==> config.mk <==
export PLATFORM = sky130hd
export DESIGN_NAME = job_arbiter_flat
export DESIGN_NICKNAME = d
export VERILOG_FILES = /design/src/rtl/job_arbiter_if.sv /design/src/rtl/job_arbiter.sv /design/src/flat_wrapper.sv
export SDC_FILE = /design/constraint.sdc
export NUM_CORES = 1
export LEC_CHECK = 0
export CAP_MARGIN = 10
export CORE_ASPECT_RATIO = 0.8
export CORE_MARGIN = 3
export CORE_UTILIZATION = 30
export DETAILED_ROUTE_END_ITERATION = 6
export HOLD_SLACK_MARGIN = 0.1
export SLEW_MARGIN = 20
export SYNTH_ARGS = -nofsm -noshare
export SYNTH_HDL_FRONTEND = slang
export SYNTH_SLANG_ARGS = --single-unit
export TNS_END_PERCENT = 30
==> constraint.sdc <==
create_clock -name clk -period 2.95 [get_ports clk]
set_input_delay 0.59 -clock clk [delete_from_list [all_inputs] [get_ports clk]]
set_output_delay 0.59 -clock clk [all_outputs]
set_load 0.01 [all_outputs]
==> src/rtl/job_arbiter_if.sv <==
// Requester and datapath signals of the job arbiter.
// The slave modport is the arbiter's view; the master modport is the environment's view.
// Combinational bundle only: no latency and no flow control of its own.
interface job_arbiter_if;
    logic [3:0]  req;
    logic [31:0] req_x;
    logic [7:0]  req_on;
    logic [3:0]  grant;
    logic [3:0]  done;
    logic [7:0]  result;
    logic        err;
    logic [7:0]  dp_x;
    logic [1:0]  dp_on;
    logic        dp_start;
    logic        dp_active;
    logic [7:0]  dp_y;
    logic        busy;

    modport slave (
        input  req, req_x, req_on, dp_active, dp_y,
        output grant, done, result, err, dp_x, dp_on, dp_start, busy
    );

    modport master (
        output req, req_x, req_on, dp_active, dp_y,
        input  grant, done, result, err, dp_x, dp_on, dp_start, busy
    );
endinterface

==> src/rtl/job_arbiter.sv <==
// Round-robin arbiter that hands one of four requesters' jobs to a shared datapath.
// Latency: grant 1 cycle after req; done at LAUNCH + 1 + k + n + 1 for a datapath active k..k+n.
// Backpressure: req is level-sensitive and simply waits while a job is in flight.
module job_arbiter #(
    parameter int TIMEOUT_MAX = 255,
    parameter int START_WAIT  = 4
) (
    input logic         clk,
    input logic         rst,
    job_arbiter_if.slave bus
);
    typedef enum logic [2:0] {IDLE, LAUNCH, WAIT_ACT, RUN, DONE} state_t;

    localparam logic [2:0] WAIT_LAST = 3'(START_WAIT - 1);
    localparam logic [7:0] RUN_LIMIT = 8'(TIMEOUT_MAX);

    state_t      state_q, state_d;
    logic [1:0]  idx_q, idx_d;
    logic [1:0]  ptr_q, ptr_d;
    logic [7:0]  x_q, x_d;
    logic [1:0]  on_q, on_d;
    logic        err_q, err_d;
    logic [7:0]  result_q, result_d;
    logic [2:0]  wait_q, wait_d;
    logic [7:0]  run_q, run_d;

    logic        pick_vld;
    logic [1:0]  pick_idx;
    logic [1:0]  cand;
    logic [7:0]  run_inc;

    // Scan from the requester after the last one served, so the previous owner goes last.
    always_comb begin
        pick_vld = 1'b0;
        pick_idx = ptr_q;
        cand     = '0;
        for (int i = 1; i <= 4; i++) begin
            cand = ptr_q + 2'(i);
            if (!pick_vld && bus.req[cand]) begin
                pick_vld = 1'b1;
                pick_idx = cand;
            end
        end
    end

    assign run_inc = (run_q == 8'hFF) ? run_q : run_q + 8'd1;

    always_comb begin
        state_d  = state_q;
        idx_d    = idx_q;
        ptr_d    = ptr_q;
        x_d      = x_q;
        on_d     = on_q;
        err_d    = err_q;
        result_d = result_q;
        wait_d   = wait_q;
        run_d    = run_q;
        case (state_q)
            IDLE: begin
                if (pick_vld) begin
                    idx_d   = pick_idx;
                    x_d     = bus.req_x[{pick_idx, 3'b000} +: 8];
                    on_d    = bus.req_on[{pick_idx, 1'b0} +: 2];
                    state_d = LAUNCH;
                end
            end
            LAUNCH: begin
                wait_d  = '0;
                state_d = WAIT_ACT;
            end
            WAIT_ACT: begin
                if (bus.dp_active) begin
                    run_d   = '0;
                    state_d = RUN;
                end else if (wait_q == WAIT_LAST) begin
                    err_d   = 1'b1;
                    state_d = DONE;
                end else begin
                    wait_d = wait_q + 3'd1;
                end
            end
            RUN: begin
                run_d = run_inc;
                if (!bus.dp_active) begin
                    result_d = bus.dp_y;
                    err_d    = 1'b0;
                    state_d  = DONE;
                end else if (run_inc >= RUN_LIMIT) begin
                    err_d   = 1'b1;
                    state_d = DONE;
                end
            end
            DONE: begin
                ptr_d   = idx_q;
                err_d   = 1'b0;
                state_d = IDLE;
            end
            default: state_d = IDLE;
        endcase
    end

    always_ff @(posedge clk or negedge rst) begin
        if (!rst) begin
            state_q  <= IDLE;
            idx_q    <= '0;
            ptr_q    <= 2'd3;
            x_q      <= '0;
            on_q     <= '0;
            err_q    <= 1'b0;
            result_q <= '0;
            wait_q   <= '0;
            run_q    <= '0;
        end else begin
            state_q  <= state_d;
            idx_q    <= idx_d;
            ptr_q    <= ptr_d;
            x_q      <= x_d;
            on_q     <= on_d;
            err_q    <= err_d;
            result_q <= result_d;
            wait_q   <= wait_d;
            run_q    <= run_d;
        end
    end

    // All outputs decode from registered state, so reset clears them without a clock.
    assign bus.grant    = (state_q != IDLE) ? (4'b0001 << idx_q) : 4'b0000;
    assign bus.done     = (state_q == DONE) ? (4'b0001 << idx_q) : 4'b0000;
    assign bus.err      = (state_q == DONE) && err_q;
    assign bus.result   = result_q;
    assign bus.dp_x     = (state_q != IDLE) ? x_q : 8'h00;
    assign bus.dp_on    = (state_q != IDLE) ? on_q : 2'b00;
    assign bus.dp_start = (state_q == LAUNCH);
    assign bus.busy     = (state_q != IDLE);
endmodule

==> src/flat_wrapper.sv <==
// flat-port wrapper written by rule: the top's interface ports become plain ports
module job_arbiter_flat 
#(
    parameter int TIMEOUT_MAX = 255,
    parameter int START_WAIT  = 4
)
  (clk, rst, bus_req, bus_req_x, bus_req_on, bus_dp_active, bus_dp_y, bus_grant, bus_done, bus_result, bus_err, bus_dp_x, bus_dp_on, bus_dp_start, bus_busy);
  job_arbiter_if bus_i ();
  input logic clk;
  input logic rst;
  input wire logic [$bits(bus_i.req)-1:0] bus_req;
  input wire logic [$bits(bus_i.req_x)-1:0] bus_req_x;
  input wire logic [$bits(bus_i.req_on)-1:0] bus_req_on;
  input wire logic [$bits(bus_i.dp_active)-1:0] bus_dp_active;
  input wire logic [$bits(bus_i.dp_y)-1:0] bus_dp_y;
  output wire logic [$bits(bus_i.grant)-1:0] bus_grant;
  output wire logic [$bits(bus_i.done)-1:0] bus_done;
  output wire logic [$bits(bus_i.result)-1:0] bus_result;
  output wire logic [$bits(bus_i.err)-1:0] bus_err;
  output wire logic [$bits(bus_i.dp_x)-1:0] bus_dp_x;
  output wire logic [$bits(bus_i.dp_on)-1:0] bus_dp_on;
  output wire logic [$bits(bus_i.dp_start)-1:0] bus_dp_start;
  output wire logic [$bits(bus_i.busy)-1:0] bus_busy;
  assign bus_i.req = bus_req;
  assign bus_i.req_x = bus_req_x;
  assign bus_i.req_on = bus_req_on;
  assign bus_i.dp_active = bus_dp_active;
  assign bus_i.dp_y = bus_dp_y;
  assign bus_grant = bus_i.grant;
  assign bus_done = bus_i.done;
  assign bus_result = bus_i.result;
  assign bus_err = bus_i.err;
  assign bus_dp_x = bus_i.dp_x;
  assign bus_dp_on = bus_i.dp_on;
  assign bus_dp_start = bus_i.dp_start;
  assign bus_busy = bus_i.busy;
  job_arbiter #(.TIMEOUT_MAX(TIMEOUT_MAX), .START_WAIT(START_WAIT)) u_core (.clk(clk), .rst(rst), .bus(bus_i));
endmodule
==> report_table.html <==
<table>
<tr><th>Metric</th><th>Value</th></tr>
<tr><th colspan="2">Clock network</th></tr>
<tr><td>Clock tree from TritonCTS</td><td>yes</td></tr>
<tr><td>Clock root buffer</td><td>clkbuf_8</td></tr>
<tr><td>Count of hold-fix buffers inserted at cts</td><td>0</td></tr>
<tr><td>Total CTS buffers</td><td>5</td></tr>
<tr><td>CTS Sinks</td><td>37</td></tr>
<tr><td>Post-CTS sizing</td><td>0</td></tr>
<tr><td>Number of post-CTS setup repair buffers</td><td>0</td></tr>
<tr><td>Bufs on Longest Clock Path</td><td>2</td></tr>
<tr><td>Number of H-tree levels</td><td>2</td></tr>
<tr><td>Clock edge transition at the registers on the reported setup and hold paths</td><td>0.07 ns</td></tr>
<tr><td>Clk_lat worst skew</td><td>between 0.2 and 0.3 ns</td></tr>
<tr><th colspan="2">Routing</th></tr>
<tr><td>Number of vias after detailed routing</td><td>approximately 2300</td></tr>
<tr><td>Routed wire length per instance</td><td>~14 µm</td></tr>
<tr><td>Final antenna-violating net count</td><td>0</td></tr>
<tr><td>Drt total wl</td><td>around 6400 µm</td></tr>
<tr><td>Number of detailed-routing iterations run before antenna repair</td><td>4</td></tr>
<tr><td>Remaining routing DRC violations</td><td>0</td></tr>
<tr><td>Average vias per placed instance</td><td>just over 5</td></tr>
<tr><td>DRC violation total after the first TritonRoute iteration</td><td>between 100 and 150</td></tr>
<tr><th colspan="2">Timing</th></tr>
<tr><td>Achievable clock frequency</td><td>between 300 and 400 MHz</td></tr>
<tr><td>Worst-margin pin slew</td><td>between 0.8 and 0.9 ns</td></tr>
<tr><td>Final setup TNS</td><td>0 ns</td></tr>
<tr><td>PnR worst setup slack</td><td>around 0.19 ns</td></tr>
<tr><td>Worst max-slew margin expressed relative to the limit</td><td>0.439</td></tr>
<tr><td>Number of hold violations in the final report</td><td>0</td></tr>
<tr><td>Number of setup violations in the final report</td><td>0</td></tr>
<tr><td>Unrepaired setup endpoints after global routing</td><td>false</td></tr>
<tr><td>Min Tclk post-route</td><td>2.76 ns</td></tr>
<tr><td>Max-slew violation total from the final report</td><td>0</td></tr>
<tr><td>Final period util</td><td>0.937</td></tr>
<tr><td>Post-Route Skew</td><td>approximately 0.0064 ns</td></tr>
<tr><th colspan="2">Logic synthesis</th></tr>
<tr><td>Share of the synthesized area in the top cell type</td><td>0.366</td></tr>
<tr><td>Cell type with the largest total area after synthesis</td><td>dfrtp_1</td></tr>
<tr><td>Sequential fraction of the synthesis area</td><td>0.388</td></tr>
<tr><td>Warnings, synthesis</td><td>0</td></tr>
<tr><td>Post-synthesis cell area</td><td>0.00239 mm²</td></tr>
<tr><td>Synthesized netlist cell count</td><td>268</td></tr>
<tr><td>Seq cells post-synth</td><td>37</td></tr>
<tr><td>Library cell with the highest instance count after synthesis</td><td>dfrtp_1</td></tr>
<tr><td>Commonest register cell after synthesis</td><td>dfrtp_1</td></tr>
<tr><td>Proportion of synthesized flip-flops having asynchronous set or reset</td><td>1.00</td></tr>
<tr><td>Synthesized area divided by synthesized cell count</td><td>~9 µm²</td></tr>
<tr><td>Ranking of synthesized cells by area</td><td>dfrtp_1 (37%), mux2i_1 (5.9%), mux2_2 (4.7%)</td></tr>
<tr><td>Syn_nets</td><td>around 330</td></tr>
<tr><td>Top cell types by occurrence after synthesis</td><td>dfrtp_1 (35), nand2_1 (26), nor2_1 (20)</td></tr>
<tr><td>Number of different library cells in the post-synthesis netlist</td><td>45</td></tr>
<tr><td>Number of flops mapped to enable cells by yosys</td><td>0</td></tr>
<tr><th colspan="2">Finish</th></tr>
<tr><td>Core Util, Final</td><td>0.453</td></tr>
<tr><td>Area of the multi-input gates</td><td>approximately 0.0014 mm²</td></tr>
<tr><td>Fin nets</td><td>approximately 400</td></tr>
<tr><td>Count of fill cells added during filler insertion</td><td>slightly below 800</td></tr>
<tr><td>Layout area overhead</td><td>43.3%</td></tr>
<tr><td>Storage element area</td><td>just over 900 µm²</td></tr>
<tr><td>Diode count</td><td>0</td></tr>
<tr><td>Final design instance area without fill</td><td>0.00343 mm²</td></tr>
<tr><td>Fraction of final layout cells with drive strength greater than 1</td><td>0.108</td></tr>
<tr><th colspan="2">Setup path</th></tr>
<tr><td>Maximum fanout encountered on the critical timing path</td><td>12</td></tr>
<tr><td>Arr. time, crit path</td><td>about 2.2 ns</td></tr>
<tr><td>Endpoint kind of the worst setup timing path</td><td>primary output</td></tr>
<tr><td>Worst setup SP type</td><td>flop</td></tr>
<tr><td>Worst reg-to-reg path cell count</td><td>6</td></tr>
<tr><td>Req. time, crit path</td><td>about 2.4 ns</td></tr>
<tr><td>Class of the most critical setup path</td><td>reg -&gt; out</td></tr>
<tr><td>Worst-case register-to-register setup slack</td><td>~0.6 ns</td></tr>
<tr><th colspan="2">Power and ir drop</th></tr>
<tr><td>Total power</td><td>between 2 and 3 mW</td></tr>
<tr><td>Total leakage power</td><td>~1.4 nW</td></tr>
<tr><td>PD cells</td><td>about 870 mW/mm²</td></tr>
<tr><td>Maximum resistive drop on vdd</td><td>approximately 380 µV</td></tr>
<tr><th colspan="2">Placement</th></tr>
<tr><td>Count of port buffers added during placement</td><td>between 80 and 90</td></tr>
<tr><td>GP Congestion</td><td>around 0.8</td></tr>
<tr><td>Pre-CTS setup slack</td><td>about 0.13 ns</td></tr>
<tr><td>HPWL after DPL</td><td>4880 µm</td></tr>
<tr><td>Placed inst area</td><td>~0.0033 mm²</td></tr>
<tr><th colspan="2">GRT</th></tr>
<tr><td>Pin count of the biggest net entering global routing</td><td>38</td></tr>
<tr><td>Antenna violations before repair</td><td>0</td></tr>
<tr><td>Number of global-route vias before repair</td><td>2144</td></tr>
<tr><td>First-pass GRT wire length</td><td>roughly 10000 µm</td></tr>
<tr><td>Total global routing overflow</td><td>0</td></tr>
<tr><td>Global-route usage over all layers</td><td>0.139</td></tr>
<tr><th colspan="2">Die</th></tr>
<tr><td>Starting density of the core</td><td>0.316</td></tr>
<tr><td>Placement row count</td><td>28</td></tr>
<tr><td>I/O pin total</td><td>84</td></tr>
<tr><td>Height of the die</td><td>between 80 and 90 µm</td></tr>
<tr><td>Area of the die</td><td>~0.0091 mm²</td></tr>
<tr><td>Standard cell core area</td><td>about 0.0076 mm²</td></tr>
<tr><td>Chip width</td><td>about 110 µm</td></tr>
<tr><th colspan="2">Hold path</th></tr>
<tr><td>Class of the most critical hold timing path</td><td>in -&gt; async</td></tr>
<tr><th colspan="2">Flow run</th></tr>
<tr><td>Maxcap violations</td><td>0</td></tr>
<tr><th colspan="2">Run status</th></tr>
<tr><td>Run status</td><td>completed</td></tr>
</table>
## worst paths after layout
kind / to / from
setup / recovery: bus_dp_on[1] / u_core.state_q[1]
hold / removal: u_core.bus.result[2] / rst
setup reg to reg: u_core.state_q[0] / u_core.run_q[0]
hold reg to reg: u_core.x_q[2] / u_core.x_q[2]
max in group asynchronous: u_core.run_q[1] / rst
min in group clk: u_core.x_q[2] / u_core.x_q[2]
## cell type report
cell class                 instances  share of cell area
clock buffer                       7              0.0252
clock inverter                     1             0.00875
timing repair buffer              90               0.256
tap                              105              0.0383
sequential                        37               0.271
multi-input combinational        203               0.395
inverter                           6             0.00656
## cell families after synthesis
group           share of synthesized area
fa+ha+maj                          0.0157
simple gates                        0.256
flops                               0.388
compound gates                      0.186
mux                                 0.106
buf+inv                            0.0491
## through the flow
step | std cells | hold WS (ns)
2_1_floorplan | 268 | 0.294
3_3_place_gp | 441 | 0.480
3_5_place_dp | 441 | 0.490
4_1_cts | 449 | 0.418
5_1_grt | 449 | 0.469
6_report | 449 | 0.397
## per-layer routing
| metal | global-route usage | vias to the layer above | wire length, µm |
|---|---|---|---|
| met3 | 0.0391 | 7 | 441 |
| met5 | 0 | - | 0 |
| met1 | 0.199 | 1055 | 3150 |
| li1 | - | 1138 | - |
| met4 | 0.0494 | 0 | 85 |
| met2 | 0.202 | 69 | 2670 |
## where the power goes
| group | switching [mW] | total (mW) | internal [mW] | leakage (nW) |
|---|---|---|---|---|
| registers | 0.213 | 0.940 | 0.727 | 0.462 |
| logic | 0.771 | 1.60 | 0.831 | 0.876 |
| clock network | 0.179 | 0.455 | 0.276 | 0.0585 |
| total | 1.16 | 3.00 | 1.83 | 1.40 |
## flip-flops by register name, indices dropped and copies added (netlist names)
register,cells
u_core.ptr_q,2
u_core.bus.result,8
u_core.x_q,8
u_core.on_q,2
u_core.err_q,1
u_core.state_q,3
u_core.run_q,8
u_core.wait_q,3
u_core.idx_q,2
## worst max-delay path, cell delays in order, from the launching register on
cell	delay, ns
dfrtp_1	0.50
nor3_2	0.39
inv_1	0.27
and2_1	0.24
clkdlybuf4s50_1	0.48
## layout by cell type, fill, tap and decap left out, types with 10 or more instances in the layout
master,count
nand2b_1,10
dfrtp_1,35
mux2i_1,14
a211o_1,10
o31ai_1,10
o211ai_1,10
nand2_1,26
mux2_2,10
nor2_1,20
nand4_1,12
and2_1,10
clkdlybuf4s50_1,82
Note: power is estimated with default switching activity, not from simulation.
